$ cat src/rtl/axi_lite_pkg.sv
// Shared AXI4-Lite read definitions: response codes, bus FSM encoding,
// default protection bits and a counter-width helper.
package axi_lite_pkg;

  localparam logic [1:0] RESP_OKAY   = 2'b00;
  localparam logic [1:0] RESP_SLVERR = 2'b10;
  localparam logic [1:0] RESP_DECERR = 2'b11;

  localparam logic [2:0] ARPROT_DEFAULT = 3'b000;

  typedef enum logic [1:0] {
    IDLE = 2'b00,
    ADDR = 2'b01,
    DATA = 2'b10
  } bus_state_t;

  // Bits needed to count from 0 up to n inclusive (at least 1).
  function automatic int unsigned cnt_width(input int unsigned n);
    return (n > 0) ? $clog2(n + 1) : 1;
  endfunction

endpackage

$ cat src/rtl/axi_lite_read_master_if.sv
// Command/result port and AXI4-Lite read channels of the read initiator.
// The master modport is the initiator's view; the slave modport is the
// view of whatever sits on the other side (local logic plus the AXI slave).
interface axi_lite_read_master_if #(
  parameter int unsigned C_M_AXI_ADDR_WIDTH = 32,
  parameter int unsigned C_M_AXI_DATA_WIDTH = 32,
  parameter int unsigned CNT_WIDTH          = 16
);

  logic                          cmd_valid;
  logic                          cmd_ready;
  logic [C_M_AXI_ADDR_WIDTH-1:0] cmd_addr;

  logic                          rsp_valid;
  logic                          rsp_ready;
  logic [C_M_AXI_DATA_WIDTH-1:0] rsp_data;
  logic [1:0]                    rsp_resp;
  logic                          rsp_timeout;

  logic [CNT_WIDTH-1:0]          txn_count;

  logic                          M_AXI_ARVALID;
  logic                          M_AXI_ARREADY;
  logic [C_M_AXI_ADDR_WIDTH-1:0] M_AXI_ARADDR;
  logic [2:0]                    M_AXI_ARPROT;

  logic                          M_AXI_RVALID;
  logic                          M_AXI_RREADY;
  logic [C_M_AXI_DATA_WIDTH-1:0] M_AXI_RDATA;
  logic [1:0]                    M_AXI_RRESP;

  modport master (
    input  cmd_valid, cmd_addr, rsp_ready,
    input  M_AXI_ARREADY, M_AXI_RVALID, M_AXI_RDATA, M_AXI_RRESP,
    output cmd_ready, rsp_valid, rsp_data, rsp_resp, rsp_timeout, txn_count,
    output M_AXI_ARVALID, M_AXI_ARADDR, M_AXI_ARPROT, M_AXI_RREADY
  );

  modport slave (
    output cmd_valid, cmd_addr, rsp_ready,
    output M_AXI_ARREADY, M_AXI_RVALID, M_AXI_RDATA, M_AXI_RRESP,
    input  cmd_ready, rsp_valid, rsp_data, rsp_resp, rsp_timeout, txn_count,
    input  M_AXI_ARVALID, M_AXI_ARADDR, M_AXI_ARPROT, M_AXI_RREADY
  );

endinterface

$ cat src/rtl/axi_lite_rd_timeout.sv
// Transaction timeout counter. Cleared on command accept, counts while
// enabled, and flags expiry in the cycle the count would reach
// TIMEOUT_CYCLES, so the abort result becomes visible one cycle later.
// TIMEOUT_CYCLES = 0 removes the counter entirely.
module axi_lite_rd_timeout
  import axi_lite_pkg::*;
#(
  parameter int unsigned TIMEOUT_CYCLES = 1024
) (
  input  logic i_clk,
  input  logic i_rst_n,
  input  logic i_clear,
  input  logic i_enable,
  output logic o_expire
);

  if (TIMEOUT_CYCLES > 0) begin : g_cnt
    localparam int unsigned     CW   = cnt_width(TIMEOUT_CYCLES);
    localparam logic [CW-1:0]   LAST = CW'(TIMEOUT_CYCLES - 1);

    logic [CW-1:0] r_count;

    // Cycle counter: clear has priority over counting.
    always_ff @(posedge i_clk) begin
      if (!i_rst_n || i_clear) begin
        r_count <= '0;
      end else if (i_enable) begin
        r_count <= r_count + CW'(1);
      end
    end

    assign o_expire = i_enable && (r_count == LAST);
  end else begin : g_none
    logic w_unused;
    assign w_unused = ^{i_clk, i_rst_n, i_clear, i_enable};
    assign o_expire = 1'b0;
  end

endmodule

$ cat src/rtl/axi_lite_read_master.sv
// AXI4-Lite read initiator: accepts one read command at a time, runs the
// AR then R handshakes, and holds data/response/timeout on a result port
// until consumed. A timed-out transaction still completes on the bus; its
// late R beat is drained and discarded.
module axi_lite_read_master
  import axi_lite_pkg::*;
#(
  parameter int unsigned C_M_AXI_ADDR_WIDTH = 32,
  parameter int unsigned C_M_AXI_DATA_WIDTH = 32,
  parameter int unsigned TIMEOUT_CYCLES     = 1024,
  parameter int unsigned CNT_WIDTH          = 16
) (
  input  logic                    M_AXI_ACLK,
  input  logic                    M_AXI_ARESETN,
  axi_lite_read_master_if.master  bus
);

  bus_state_t                    r_state, w_state_nxt;
  logic [C_M_AXI_ADDR_WIDTH-1:0] r_araddr, w_araddr_nxt;
  logic                          r_cmd_ready, w_cmd_ready_nxt;
  logic                          r_rsp_valid, w_rsp_valid_nxt;
  logic [C_M_AXI_DATA_WIDTH-1:0] r_rsp_data, w_rsp_data_nxt;
  logic [1:0]                    r_rsp_resp, w_rsp_resp_nxt;
  logic                          r_rsp_timeout, w_rsp_timeout_nxt;
  logic                          r_abandon, w_abandon_nxt;
  logic [CNT_WIDTH-1:0]          r_txn_count, w_txn_count_nxt;

  logic w_accept;
  logic w_r_hs;
  logic w_to_enable;
  logic w_expire;

  assign w_accept    = bus.cmd_valid && r_cmd_ready;
  assign w_r_hs      = (r_state == DATA) && bus.M_AXI_RVALID;
  assign w_to_enable = (r_state != IDLE) && !r_abandon;

  axi_lite_rd_timeout #(
    .TIMEOUT_CYCLES (TIMEOUT_CYCLES)
  ) u_timeout (
    .i_clk    (M_AXI_ACLK),
    .i_rst_n  (M_AXI_ARESETN),
    .i_clear  (w_accept),
    .i_enable (w_to_enable),
    .o_expire (w_expire)
  );

  // State and result registers; reset discards any in-flight transaction.
  always_ff @(posedge M_AXI_ACLK) begin
    if (!M_AXI_ARESETN) begin
      r_state       <= IDLE;
      r_araddr      <= '0;
      r_cmd_ready   <= 1'b0;
      r_rsp_valid   <= 1'b0;
      r_rsp_data    <= '0;
      r_rsp_resp    <= RESP_OKAY;
      r_rsp_timeout <= 1'b0;
      r_abandon     <= 1'b0;
      r_txn_count   <= '0;
    end else begin
      r_state       <= w_state_nxt;
      r_araddr      <= w_araddr_nxt;
      r_cmd_ready   <= w_cmd_ready_nxt;
      r_rsp_valid   <= w_rsp_valid_nxt;
      r_rsp_data    <= w_rsp_data_nxt;
      r_rsp_resp    <= w_rsp_resp_nxt;
      r_rsp_timeout <= w_rsp_timeout_nxt;
      r_abandon     <= w_abandon_nxt;
      r_txn_count   <= w_txn_count_nxt;
    end
  end

  // Next-state, result capture and timeout abort decisions.
  always_comb begin
    w_state_nxt       = r_state;
    w_araddr_nxt      = r_araddr;
    w_rsp_valid_nxt   = r_rsp_valid;
    w_rsp_data_nxt    = r_rsp_data;
    w_rsp_resp_nxt    = r_rsp_resp;
    w_rsp_timeout_nxt = r_rsp_timeout;
    w_abandon_nxt     = r_abandon;
    w_txn_count_nxt   = r_txn_count;

    if (r_rsp_valid && bus.rsp_ready) begin
      w_rsp_valid_nxt = 1'b0;
    end

    unique case (r_state)
      IDLE: begin
        if (w_accept) begin
          w_state_nxt  = ADDR;
          w_araddr_nxt = bus.cmd_addr;
        end
      end
      ADDR: begin
        if (bus.M_AXI_ARREADY) begin
          w_state_nxt = DATA;
        end
      end
      DATA: begin
        if (bus.M_AXI_RVALID) begin
          w_state_nxt     = IDLE;
          w_abandon_nxt   = 1'b0;
          w_txn_count_nxt = r_txn_count + CNT_WIDTH'(1);
          if (!r_abandon) begin
            w_rsp_valid_nxt   = 1'b1;
            w_rsp_data_nxt    = bus.M_AXI_RDATA;
            w_rsp_resp_nxt    = bus.M_AXI_RRESP;
            w_rsp_timeout_nxt = 1'b0;
          end
        end
      end
      default: w_state_nxt = IDLE;
    endcase

    // A real R beat in the expiry cycle wins over the timeout abort.
    if (w_expire && !w_r_hs) begin
      w_abandon_nxt     = 1'b1;
      w_rsp_valid_nxt   = 1'b1;
      w_rsp_data_nxt    = '0;
      w_rsp_resp_nxt    = RESP_SLVERR;
      w_rsp_timeout_nxt = 1'b1;
    end

    w_cmd_ready_nxt = (w_state_nxt == IDLE) && !w_rsp_valid_nxt;
  end

  assign bus.cmd_ready     = r_cmd_ready;
  assign bus.rsp_valid     = r_rsp_valid;
  assign bus.rsp_data      = r_rsp_data;
  assign bus.rsp_resp      = r_rsp_resp;
  assign bus.rsp_timeout   = r_rsp_timeout;
  assign bus.txn_count     = r_txn_count;
  assign bus.M_AXI_ARVALID = (r_state == ADDR);
  assign bus.M_AXI_ARADDR  = r_araddr;
  assign bus.M_AXI_ARPROT  = ARPROT_DEFAULT;
  assign bus.M_AXI_RREADY  = (r_state == DATA);

endmodule
$ cat src/flat_wrapper.sv
// flat-port wrapper written by rule: the top's interface ports become plain ports
module axi_lite_read_master_flat import axi_lite_pkg::*;
#(
  parameter int unsigned C_M_AXI_ADDR_WIDTH = 32,
  parameter int unsigned C_M_AXI_DATA_WIDTH = 32,
  parameter int unsigned TIMEOUT_CYCLES     = 1024,
  parameter int unsigned CNT_WIDTH          = 16
)
  (M_AXI_ACLK, M_AXI_ARESETN, bus_cmd_valid, bus_cmd_addr, bus_rsp_ready, bus_M_AXI_ARREADY, bus_M_AXI_RVALID, bus_M_AXI_RDATA, bus_M_AXI_RRESP, bus_cmd_ready, bus_rsp_valid, bus_rsp_data, bus_rsp_resp, bus_rsp_timeout, bus_txn_count, bus_M_AXI_ARVALID, bus_M_AXI_ARADDR, bus_M_AXI_ARPROT, bus_M_AXI_RREADY);
  axi_lite_read_master_if #(.C_M_AXI_ADDR_WIDTH(C_M_AXI_ADDR_WIDTH), .C_M_AXI_DATA_WIDTH(C_M_AXI_DATA_WIDTH), .CNT_WIDTH(CNT_WIDTH)) bus_i ();
  input  logic M_AXI_ACLK;
  input  logic M_AXI_ARESETN;
  input wire logic [$bits(bus_i.cmd_valid)-1:0] bus_cmd_valid;
  input wire logic [$bits(bus_i.cmd_addr)-1:0] bus_cmd_addr;
  input wire logic [$bits(bus_i.rsp_ready)-1:0] bus_rsp_ready;
  input wire logic [$bits(bus_i.M_AXI_ARREADY)-1:0] bus_M_AXI_ARREADY;
  input wire logic [$bits(bus_i.M_AXI_RVALID)-1:0] bus_M_AXI_RVALID;
  input wire logic [$bits(bus_i.M_AXI_RDATA)-1:0] bus_M_AXI_RDATA;
  input wire logic [$bits(bus_i.M_AXI_RRESP)-1:0] bus_M_AXI_RRESP;
  output wire logic [$bits(bus_i.cmd_ready)-1:0] bus_cmd_ready;
  output wire logic [$bits(bus_i.rsp_valid)-1:0] bus_rsp_valid;
  output wire logic [$bits(bus_i.rsp_data)-1:0] bus_rsp_data;
  output wire logic [$bits(bus_i.rsp_resp)-1:0] bus_rsp_resp;
  output wire logic [$bits(bus_i.rsp_timeout)-1:0] bus_rsp_timeout;
  output wire logic [$bits(bus_i.txn_count)-1:0] bus_txn_count;
  output wire logic [$bits(bus_i.M_AXI_ARVALID)-1:0] bus_M_AXI_ARVALID;
  output wire logic [$bits(bus_i.M_AXI_ARADDR)-1:0] bus_M_AXI_ARADDR;
  output wire logic [$bits(bus_i.M_AXI_ARPROT)-1:0] bus_M_AXI_ARPROT;
  output wire logic [$bits(bus_i.M_AXI_RREADY)-1:0] bus_M_AXI_RREADY;
  assign bus_i.cmd_valid = bus_cmd_valid;
  assign bus_i.cmd_addr = bus_cmd_addr;
  assign bus_i.rsp_ready = bus_rsp_ready;
  assign bus_i.M_AXI_ARREADY = bus_M_AXI_ARREADY;
  assign bus_i.M_AXI_RVALID = bus_M_AXI_RVALID;
  assign bus_i.M_AXI_RDATA = bus_M_AXI_RDATA;
  assign bus_i.M_AXI_RRESP = bus_M_AXI_RRESP;
  assign bus_cmd_ready = bus_i.cmd_ready;
  assign bus_rsp_valid = bus_i.rsp_valid;
  assign bus_rsp_data = bus_i.rsp_data;
  assign bus_rsp_resp = bus_i.rsp_resp;
  assign bus_rsp_timeout = bus_i.rsp_timeout;
  assign bus_txn_count = bus_i.txn_count;
  assign bus_M_AXI_ARVALID = bus_i.M_AXI_ARVALID;
  assign bus_M_AXI_ARADDR = bus_i.M_AXI_ARADDR;
  assign bus_M_AXI_ARPROT = bus_i.M_AXI_ARPROT;
  assign bus_M_AXI_RREADY = bus_i.M_AXI_RREADY;
  axi_lite_read_master #(.C_M_AXI_ADDR_WIDTH(C_M_AXI_ADDR_WIDTH), .C_M_AXI_DATA_WIDTH(C_M_AXI_DATA_WIDTH), .TIMEOUT_CYCLES(TIMEOUT_CYCLES), .CNT_WIDTH(CNT_WIDTH)) u_core (.M_AXI_ACLK(M_AXI_ACLK), .M_AXI_ARESETN(M_AXI_ARESETN), .bus(bus_i));
endmodule
$ cat config.mk
export PLATFORM = sky130hd
export DESIGN_NAME = axi_lite_read_master_flat
export DESIGN_NICKNAME = d
export VERILOG_FILES = /design/src/rtl/axi_lite_pkg.sv /design/src/rtl/axi_lite_read_master_if.sv /design/src/rtl/axi_lite_rd_timeout.sv /design/src/rtl/axi_lite_read_master.sv /design/src/flat_wrapper.sv
export SDC_FILE = /design/constraint.sdc
export NUM_CORES = 1
export LEC_CHECK = 0
export ABC_AREA = 1
export CAP_MARGIN = 20
export CORE_AREA = 8 8 110 112
export CTS_BUF_LIST = sky130_fd_sc_hd__clkbuf_4
export DETAILED_ROUTE_END_ITERATION = 7
export DIE_AREA = 0 0 118 120
export PLACE_DENSITY = 0.86
export SYNTH_ARGS = -nofsm -noshare
export SYNTH_HDL_FRONTEND = slang
export SYNTH_SLANG_ARGS = --single-unit
$ cat constraint.sdc
create_clock -name M_AXI_ACLK -period 1.5 [get_ports M_AXI_ACLK]
set_input_delay 0.225 -clock M_AXI_ACLK [delete_from_list [all_inputs] [get_ports M_AXI_ACLK]]
set_output_delay 0.225 -clock M_AXI_ACLK [all_outputs]
set_load 0.01 [all_outputs]
; Word-level counts from Yosys, hierarchy flattened
; Cells that the tools add are included.
[word_totals]
ff_bits = 99
latchBits = 0
mem_bits_rw = 0
rom_bits = 0
in_bits = 72
out_inout_bits = 90
elab_cells = 62
mem_count = 0
[op_classes]
add_sub_neg = 2
mul = 0
div = 0
magnitude_cmp = 0
eq_ne = 4
n_shift = 0
n_mux = 20
bitwise = 2
reduce_logical = 23
[ops]
columns = cell, count
row1 = $add A16 B1 Y16 const B, 1
row2 = $mux W2, 7
row3 = $mux W1, 12
row4 = $add A11 B1 Y11 const B, 1
row5 = $eq A11 B10 Y1 const B, 1
row6 = $logic_and A1 B1 Y1, 7
row7 = $pmux W2 S3, 1
row8 = $reduce_and A2 Y1, 3
row9 = $reduce_and A3 Y1, 2
row10 = $reduce_bool A2 Y1, 3
row11 = $logic_not A1 Y1, 4
row12 = $logic_not A2 Y1, 2
row13 = $eq A2 B1 Y1 const B, 1
row14 = $eq A2 B2 Y1 const B, 1
row15 = $ne A2 B2 Y1 const B, 1
row16 = $not A1 Y1, 2
row17 = $reduce_or A2 Y1, 1
row18 = $logic_or A1 B1 Y1, 1

; Depth between registers and ports, before layout
; Gate-level depths: netlist of the first run.
[logic_depth]
word_depth = 8
mapped_depth = 9
mapped_depth_nobuf = 8

; Modules after synthesis
; A second synthesis of the first run with hierarchy kept.
[unflattened]
hier_cells = 528
hier_area_um2 = 3990.1
[by_module_without_submodules]
columns = mod, instances, cells_per_inst, area_each_um2, seq_area_each_um2
row1 = axi_lite_read_master, 1, 453, 3403.3, 1761.7
row2 = axi_lite_rd_timeout, 1, 75, 586.8, 220.2

; Worst setup path before layout of the first run
; No wires, ideal clock.
[synth_timing]
path_type = reg2reg
from = register u_core.u_timeout.g_cnt.r_count[0]
to = register u_core.r_rsp_data[10] (netlist: u_core.bus.rsp_data[10])
setup_ns = 0.111
arrival_time_ns = 1.303
t_required_ns = 1.389
slack_ns = 0.087
path_stages_with_launch = 10
n_path_buf = 1
period_less_slack_ns = 1.413
path_cell_list = dfxtp_1 -> ha_1 -> inv_1 -> nor2_1 -> inv_1 -> nor2_1 -> nand4_2 -> nand2_2 -> buf_6 -> nor2_1
[synth_via]
elab_chain_cells = 4
[synth_lines]
columns = item, line
row1 = from (decl), axi_lite_rd_timeout.sv:21  ; logic [CW-1:0] r_count;
row2 = from (signal assigned), axi_lite_rd_timeout.sv:28  ; r_count <= r_count + CW'(1);
row3 = $eq A11 B10 Y1, axi_lite_rd_timeout.sv:32  ; assign o_expire = i_enable && (r_count == LAST);
row4 = $logic_and A1 B1 Y1, axi_lite_rd_timeout.sv:32
row5 = $logic_and A1 B1 Y1, axi_lite_read_master.sv:116  ; if (w_expire && !w_r_hs) begin
row6 = $reduce_or A2 Y1 (no source line), --
row7 = to (signal assigned), axi_lite_read_master.sv:64  ; r_rsp_data <= w_rsp_data_nxt;
row8 = to (decl), axi_lite_read_master.sv:22  ; logic [C_M_AXI_DATA_WIDTH-1:0] r_rsp_data, w_rsp_data_nxt;
; Every way passes these cells.
; A chain may end at the register's enable or synchronous reset.

; Final worst setup path of the first run
[layout_timing]
from = register u_core.u_timeout.g_cnt.r_count[0]
to = register u_core.r_rsp_data[3] (netlist: u_core.bus.rsp_data[3])
; The elaborated chain is that of the path after synthesis.

==> results, run 1 <==
- The leading area contributor after synthesis is sky130_fd_sc_hd__dfxtp_1.
- The path with the worst hold slack has its endpoint at u_core.bus.rsp_data[31].
- After detailed routing, no signal wire sits above met4.
- The number of cells on the worst reg-to-reg path is 9.
- The detailed-routed wire length on met3 is about 1.1 mm.
- The maximum clock rate is around 710 MHz.
- The worst hold path was traced through 5 stages.
- The number of slew-limit violations in the final report is 0.
- In this run the clock root is driven by a sky130_fd_sc_hd__clkbuf_4.
- The terminus of the critical flop-to-flop path is u_core.bus.rsp_data[3].
- In this run the worst path has a maximum fanout of 8.
- The part of the power in the clock network is 0.266.
- Of the total power, registers draw 0.578.
- Yosys printed 0 warnings.
- The number of vias per cell is 4.381.
- The die covers 0.01416 sq mm.
- The number of clock buffers added by TritonCTS is 9.
- The worst register-to-register path begins at u_core.u_timeout.g_cnt.r_count[0].
- In the final routed layout, each cell accounts on average for around 12 um.
- The boundary pin count is approximately 160.
- Compared with the post-synthesis result, the final layout area differs by 48.39%.
- The initial antenna violation count was 0.
- The total met2 wirelength after detailed routing is 5.075 mm.
- In this run the cell area measured after placement is between 0.005 and 0.006 sq mm.
- The static power due to leakage is approximately 2.9 nW.
- The path class of the tightest hold or removal check is primary input to flip-flop.
- The count of max-cap constraint violations is 0.
- Across all register-to-register paths, the minimum setup slack is 0.08 ns.
- The total of endpoints with negative setup slack in the final report is 0.
- The final route contains a little under 4k vias.
- Leaving out fill and tap cells, the most frequent cell in the layout is sky130_fd_sc_hd__nand2_1.
- The minimum clock period is about 1.4 ns.
- The clock reaches the later pin of the worst-skew pair after 0.44 ns.
- From bottom edge to top edge, the die measures roughly 120 um.
- The share of synthesized area in the top cell type comes to 0.4826.
- The number of levels the H-tree was split into is 3.
- The initial utilization of the core area, before any placement, comes to 0.3908.
- The dominant synthesized flop cell is sky130_fd_sc_hd__dfxtp_1.
- The tree built by TritonCTS fans out to just under 100 sinks.
- Data on the critical path arrives at its endpoint at roughly 1.8 ns.
- TritonCTS built the clock tree.
- The power spent charging and discharging nets is about 1.3 mW.
- The cell count after synthesis came out at around 580.
- Dividing total power by cell area gives a power density of about 800 mW/mm^2.
- The internal cell power is 3.482 mW.
- Counting the fill cells in the layout gives just under 1k.
- The count of buffers added on input and output ports is about 160.
- In the finished design, the share of the clock period the worst path needs comes to 0.9450.
- The initialized floorplan defines 38 standard-cell rows.
- Of the cells placed in the final design, the portion with a size suffix greater than 1 is 0.1095.
- The register bit count reported by yosys is between 90 and 100.
- The clock-pin slew on the worst setup and hold paths is 0.16 ns.
- The wire length of the first global-routing pass is roughly 18 mm.
- In the post-synthesis netlist, the biggest area contributors are sky130_fd_sc_hd__dfxtp_1 48%, sky130_fd_sc_hd__nand2_1 13%, sky130_fd_sc_hd__nor2_1 13%, sky130_fd_sc_hd__inv_1 5.9%, sky130_fd_sc_hd__o21ai_0 4.8%.
- The worst setup path is captured at a flip-flop.
- The core region is around 0.011 sq mm.
- For this block, the routed nets add up to ~11 mm of wire.
- The hold violation count in the final report is 0.
- At the end of the flow, the number of nets in the layout was 827.
- The worst setup path is launched from a flip-flop.
- In the routed design, unresolved DRC markers number 0.
- The length of the first detailed-routing pass in iterations is 4.
- The clock arrives with about 0.015 ns of skew.
- The repair_antennas step left the layout with diodes totalling 0.
- The final estimated routing congestion in global placement is 0.7826.
- The total power draw is about 4.8 mW.
- For this run, the register share of the synthesized area comes to 0.4826.
- Setup slack closes at between 0.08 and 0.09 ns.
- The share of total power dissipated in combinational logic is 0.156.
- The peak supply drop is around 0.46 mV.
- The distinct cell type count of the synthesized netlist is 31.
- The flow ran to the end, and the final reports show no timing, DRC or antenna violations.
- The detail route stage leaves a number of antenna-violating nets equal to 0.
- The residual overflow from global routing is 0.
- The summed area of non-filler cells in the final layout is 0.006093 sq mm.
- The average cell area after synthesis is ~7 sq um.
- The largest net degree at the start of global routing is 36.
- The number of synthesized flops with an enable pin is 0.
- The via count of the first global-routing pass is roughly 3.6k.
- The type of the setup path with the least slack is flip-flop to flip-flop.
- In the layout the commonest cells are 145 x sky130_fd_sc_hd__nand2_1, 135 x sky130_fd_sc_hd__nor2_1, 85 x sky130_fd_sc_hd__dlygate4sd2_1.
- The wire length on met1 is ~4.8 mm.
- The fraction of registers with async set/reset is 0.
- The worst hold path begins at bus_M_AXI_RDATA[31].
- The horizontal die dimension is 118 um.
- The initial DRC count is 214.
- Detailed placement finished with a half-perimeter wire length of 8.257 mm.
- The cell area that synthesis handed to floorplanning was 0.004106 sq mm.
- Of the total power, the share spent switching nets is 0.2728.
- Prior to clock tree synthesis, the placed netlist has a worst setup slack of -0.1158 ns.
- The global-route usage over all layers is 0.1516.
- The maximum number of buffers from clock root to sink is 2.
- The data required time at the worst endpoint is approximately 1.9 ns.
flip-flops by register name, summed over array words and instances, names as in the netlist:
| signal | count |
|---|---|
| u_core.bus.rsp_valid | 1 |
| u_core.bus.txn_count | 16 |
| u_core.u_timeout.g_cnt.r_count | 11 |
| u_core.r_abandon | 1 |
| u_core.bus.M_AXI_ARADDR | 32 |
| u_core.r_state | 2 |
| u_core.bus.rsp_resp | 2 |
| u_core.bus.rsp_timeout | 1 |
| u_core.bus.rsp_data | 32 |
| u_core.bus.cmd_ready | 1 |
worst max path at each step:
stage                                                 start                 endpoint  depth (start not counted)
after floorplan           u_core.u_timeout.g_cnt.r_count[0]  u_core.bus.rsp_data[10]                          9
after global placement                     bus_M_AXI_RVALID   u_core.bus.rsp_resp[1]                          6
after detailed placement                   bus_M_AXI_RVALID  u_core.bus.rsp_data[15]                          8
after CTS                 u_core.u_timeout.g_cnt.r_count[1]  u_core.bus.rsp_data[26]                          9
after global routing      u_core.u_timeout.g_cnt.r_count[0]   u_core.bus.rsp_data[9]                          9
final                     u_core.u_timeout.g_cnt.r_count[0]   u_core.bus.rsp_data[3]                          9
synthesized netlist by cell type (3+ instances only):
cell,number
sky130_fd_sc_hd__nand4_1,7
sky130_fd_sc_hd__clkbuf_1,8
sky130_fd_sc_hd__nor2_4,5
sky130_fd_sc_hd__nor2_1,137
sky130_fd_sc_hd__nand3_1,15
sky130_fd_sc_hd__inv_1,64
sky130_fd_sc_hd__a21oi_1,17
sky130_fd_sc_hd__buf_4,9
sky130_fd_sc_hd__xor2_1,4
sky130_fd_sc_hd__nand2_1,145
sky130_fd_sc_hd__dfxtp_1,99
sky130_fd_sc_hd__buf_6,3
sky130_fd_sc_hd__buf_2,3
sky130_fd_sc_hd__inv_2,3
sky130_fd_sc_hd__o21ai_0,39
layout make-up:
class	instances	area, sq um	area share
clock buffer	9	67.56	0.01109
clock inverter	7	52.55	0.008624
inverter	68	257.7	0.04230
multi-input combinational	389	1752	0.2875
sequential	99	2012	0.3302
tap	140	175.2	0.02875
timing repair buffer	186	1777	0.2916
per-stage QoR:
| step | instances | utilization | setup TNS, ns | hold WS, ns |
|---|---|---|---|---|
| after CTS | 894 | 0.5706 | 0 | 0.3350 |
| final | 898 | 0.5799 | 0 | 0.3820 |
| after global placement | 877 | 0.5668 | -2.837 | 0.4350 |
| after detailed placement | 877 | 0.5668 | -4.470 | 0.4385 |
| after floorplan | 580 | - | 0 | 0.3852 |
| after global routing | 898 | 0.5799 | -0.1730 | 0.3356 |
power by group through the flow:
stage | Sequential, mW | Combinational, mW | Clock [mW]
5_1_grt | 2.78 | 0.831 | 1.46
6_report | 2.77 | 0.747 | 1.27
2_1_floorplan | 2.88 | 0.269 | 0
4_1_cts | 2.77 | 0.733 | 1.34
3_5_place_dp | 2.83 | 0.792 | 0
3_3_place_gp | 2.83 | 0.786 | 0
layer usage:
| layer | vias to the layer above | track usage |
|---|---|---|
| met1 | 1691 | 0.1753 |
| met5 | - | 0 |
| met3 | 8 | 0.06952 |
| met4 | 0 | 0.04804 |
| li1 | 2109 | - |
| met2 | 126 | 0.2462 |
critical path, stage by stage (launching register included):
cell                        delay [ns]
sky130_fd_sc_hd__dfxtp_2          0.40
sky130_fd_sc_hd__ha_4             0.14
sky130_fd_sc_hd__inv_2            0.04
sky130_fd_sc_hd__nor2_4           0.08
sky130_fd_sc_hd__inv_1            0.05
sky130_fd_sc_hd__nor2_2           0.09
sky130_fd_sc_hd__nand4_2          0.13
sky130_fd_sc_hd__nand2_4          0.18
sky130_fd_sc_hd__clkbuf_16        0.17
sky130_fd_sc_hd__nor2_1           0.04
cell families after synthesis:
family                   after synthesis  synth area share
flip-flops                            99            0.4826
XOR/XNOR                               6           0.01280
other                                  1         0.0009132
AND/OR/NAND/NOR                      318            0.3227
AO/OA/AOI/OAI                         60           0.07556
buffers and inverters                 92           0.09933
adder cells (fa/ha/maj)                2          0.006093
what timing repair did:
action / 4_1_cts / 5_1_grt
endpoints found under the setup margin: 110 / 38
hold buffers: 0 / 0
buffers inserted: 1 / 1
pin swaps: 0 / 4
cloned: 0 / 3
resized for setup: 113 / 8
Note: power is estimated with default switching activity, not from simulation.
==> run 2, diff against run 1 <==
--- a/config.mk
+++ b/config.mk
@@ -7,11 +7,14 @@
 export LEC_CHECK = 0
 export ABC_AREA = 1
 export CAP_MARGIN = 20
-export CORE_AREA = 8 8 110 112
+export CELL_PAD_IN_SITES_DETAIL_PLACEMENT = 0
+export CELL_PAD_IN_SITES_GLOBAL_PLACEMENT = 2
+export CORE_AREA = 8 8 149 151
 export CTS_BUF_LIST = sky130_fd_sc_hd__clkbuf_4
 export DETAILED_ROUTE_END_ITERATION = 7
-export DIE_AREA = 0 0 118 120
+export DIE_AREA = 0 0 157 159
 export PLACE_DENSITY = 0.86
+export SKIP_CTS_REPAIR_TIMING = 1
 export SYNTH_ARGS = -nofsm -noshare
 export SYNTH_HDL_FRONTEND = slang
 export SYNTH_SLANG_ARGS = --single-unit
==> constraint.sdc (replaced) <==
create_clock -name M_AXI_ACLK -period 1.5 [get_ports M_AXI_ACLK]
set_input_delay 0.225 -clock M_AXI_ACLK [delete_from_list [all_inputs] [get_ports M_AXI_ACLK]]
set_output_delay 0.225 -clock M_AXI_ACLK [all_outputs]
set_load 0.1 [all_outputs]
==> results, run 2 (synthesis gave the netlist of run 1 again) <==
- The peak supply drop is 0.3930 mV (-14%).
- The number of clock buffers inserted by TritonCTS is 9 (unchanged).
- The post-layout worst setup margin is -0.004664 ns (-0.08711 ns).
- The portion of total power attributed to combinational logic came to 0.270 (+0.114).
- The hold violation count in the final report is 0 (unchanged).
- The summed area of non-filler cells in the final layout came to 0.007382 sq mm (+21%).
- The number of slew-limit violations in the final report is 0 (unchanged).
- The instance area after placement came to 0.007092 sq mm (+19%).
- The overall die height is 159 um (+33%).
- The type of the setup path with the least slack is flip-flop to output pin.
- The wire length of the first global-routing pass is 20.73 mm (+17%).
- Setup repair after global routing could not meet its margin everywhere.
- The DRC violation count after routing is 0 (unchanged).
- The worst path arrival time is 1.28 ns (-0.48 ns).
- The checks that failed: negative setup slack.
- The clock-pin slew on the worst setup and hold paths is 0.16 ns (about the same).
- The total number of clock tree sinks is 99 (unchanged).
- The setup skew after layout came to 0.02382 ns (+0.009281 ns).
- The power spent charging and discharging nets is 2.092 mW (+60%).
- The core box area is 0.01984 sq mm (+89%).
- The maximum number of buffers from clock root to sink is 2 (unchanged).
- The number of cell rows is 52 (+37%).
- The part of the power in the clock network came to 0.274 (+0.008).
- The static power due to leakage is 2.955 nW (+3.6%).
- The minimum clock period was 1.505 ns (+0.08711 ns).
- The maximum clock rate is 664.6 MHz (-5.8%).
- The residual overflow from global routing is 0 (unchanged).
- The initial DRC count is 104 (-51%).
- The final hold slack is 0.3562 ns (-0.02580 ns).
- The largest fanout on the critical path is 3 (-5).
- The worst slack after detailed placement came to -0.1631 ns (-0.04725 ns).
- The post-layout utilization of the core is 0.3720 (-0.2079).
- The area enclosed by the die boundary is 0.02496 sq mm (+76%).
- The number of fillers in the final layout is 2068 (+110%).
- STA classifies the critical path startpoint as a flip-flop.
- The run finished, with violations left.
- Leaving out fill and tap cells, the most frequent cells in the layout are 144 x sky130_fd_sc_hd__nand2_1, 134 x sky130_fd_sc_hd__nor2_1, 92 x sky130_fd_sc_hd__buf_12.
- The detail-routed net length per standard cell is 12.50 um (+1.6%).
- Relative to the synthesized area, the layout overhead comes to 79.77%.
- TritonCTS built the clock tree.
- The relative contribution of sequential cells to total power was 0.456 (-0.122).
- The total number of vias is 3950 (+0.41%).
- The final estimated routing congestion in global placement is 0.7093 (-9.4%).
- The total of endpoints with negative setup slack in the final report was 1 (+1).
- The capturing element type of the critical path is an output pin.
- The count of nets left with antenna violations after detail routing is 0 (unchanged).
- The starting density of the core is 0.2069 (-0.1839).
- The min-delay analysis places its worst path in the category primary input to flip-flop.
- The number of vias per cell is 3.813 (-13%).
- The library cell used most frequently in the layout, excluding fill and tap cells, is sky130_fd_sc_hd__nand2_1.
- The total power divided by cell area is 839.8 mW/mm^2 (+6.9%).
- The via count of the first global-routing pass is 3876 (+6.3%).
- The global-route usage over all layers was 0.1041 (-0.04757).
- The number of buffers added on ports is 158 (unchanged).
- The number of levels the H-tree was split into was 3 (unchanged).
- The post-DP HPWL is 9.863 mm (+19%).
- The clock latency reported for the late side of the worst-skew pair is 0.47 ns (+0.03 ns).
- The length of the first detailed-routing pass in iterations is 4 (unchanged).
- The total power draw was 6.199 mW (+29%).
- The internal cell power is 4.107 mW (+18%).
- The largest net degree at the start of global routing is 36 (unchanged).
- The boundary pin count is 162 (unchanged).
- The fraction of the cycle the final worst path needs is 1.003 (+0.05807).
- CTS placed an instance of sky130_fd_sc_hd__clkbuf_4 at the clock tree root.
- The count of max-cap constraint violations is 0 (unchanged).
- The switching portion of total power is 0.3375 (+0.06478).
- The fraction of final layout cells with drive strength greater than 1 is 0.2415 (+0.1320).
- The horizontal die dimension is 157 um (+33%).
- The number of antenna diodes came to 0 (unchanged).
- The detailed-route wire length is 12.95 mm (+17%).
- The data required time at the worst endpoint was 1.27 ns (-0.58 ns).
- The initial antenna violation count is 0 (unchanged).
- The number of nets in the finished design is 835 (+0.97%).
==> run 2: cell types whose count changed in the layout (fill, tap and decap cells not counted), sizes merged <==
cell	before	now
bufinv	0	2
dlygate4sd2	85	0
clkinvlp	3	1
buf	28	121
==> run 2: worst max-delay path: stages, from the launching register on <==
cell and delay [ns]:
sky130_fd_sc_hd__dfxtp_4 0.41, sky130_fd_sc_hd__inv_4 0.05, sky130_fd_sc_hd__nor2_4 0.08, sky130_fd_sc_hd__buf_6 0.11, sky130_fd_sc_hd__buf_12 0.16
==> run 2: stage by stage <==
step	std cells	TNS, ns
after floorplan	580	-0.6961
after global placement	1017	-4.442
after detailed placement	1017	-6.272
after CTS	1033	-0.3287
after global routing	1036	-0.1743
final	1036	-0.004664
==> run 2: layout make-up <==
class / count / area, sq um / area share
clock buffers: 9 / 67.56 / 0.009153
clock inverters: 7 / 106.4 / 0.01441
inverters: 68 / 266.5 / 0.03610
multi-input cells: 389 / 1762 / 0.2386
flip-flops and latches: 99 / 2014 / 0.2729
well taps: 270 / 337.8 / 0.04576
repair buffers: 194 / 2828 / 0.3831
==> run 2: worst paths after layout <==
| check | slack, ns | depth (start not counted) | to | startpoint |
|---|---|---|---|---|
| hold reg to reg | 0.48 | 2 | u_core.u_timeout.g_cnt.r_count[10] | u_core.u_timeout.g_cnt.r_count[10] |
| hold / removal | 0.36 | 3 | u_core.bus.M_AXI_ARADDR[4] | bus_cmd_addr[4] |
| setup / recovery | -0.005 | 4 | bus_M_AXI_RREADY | u_core.r_state[1] |
| setup reg to reg | 0.09 | 6 | u_core.bus.rsp_data[15] | u_core.r_state[0] |
==> run 2: power by group through the flow <==
stage	clock [mW]	sequential (mW)	combinational [mW]
2_1_floorplan	0	3.47	0.319
3_3_place_gp	0	2.88	1.67
3_5_place_dp	0	2.88	1.67
4_1_cts	1.82	2.83	1.67
5_1_grt	1.91	2.84	1.77
6_report	1.70	2.83	1.67
==> run 2: routing by layer <==
metal,vias up,part of all wire,track usage,routed length [um]
li1,2121,-,-,-
met1,1700,0.44,0.1271,5715
met2,120,0.43,0.1540,5587
met3,9,0.12,0.06080,1566
met4,0,0.0064,0.02360,83
met5,-,0,0,0
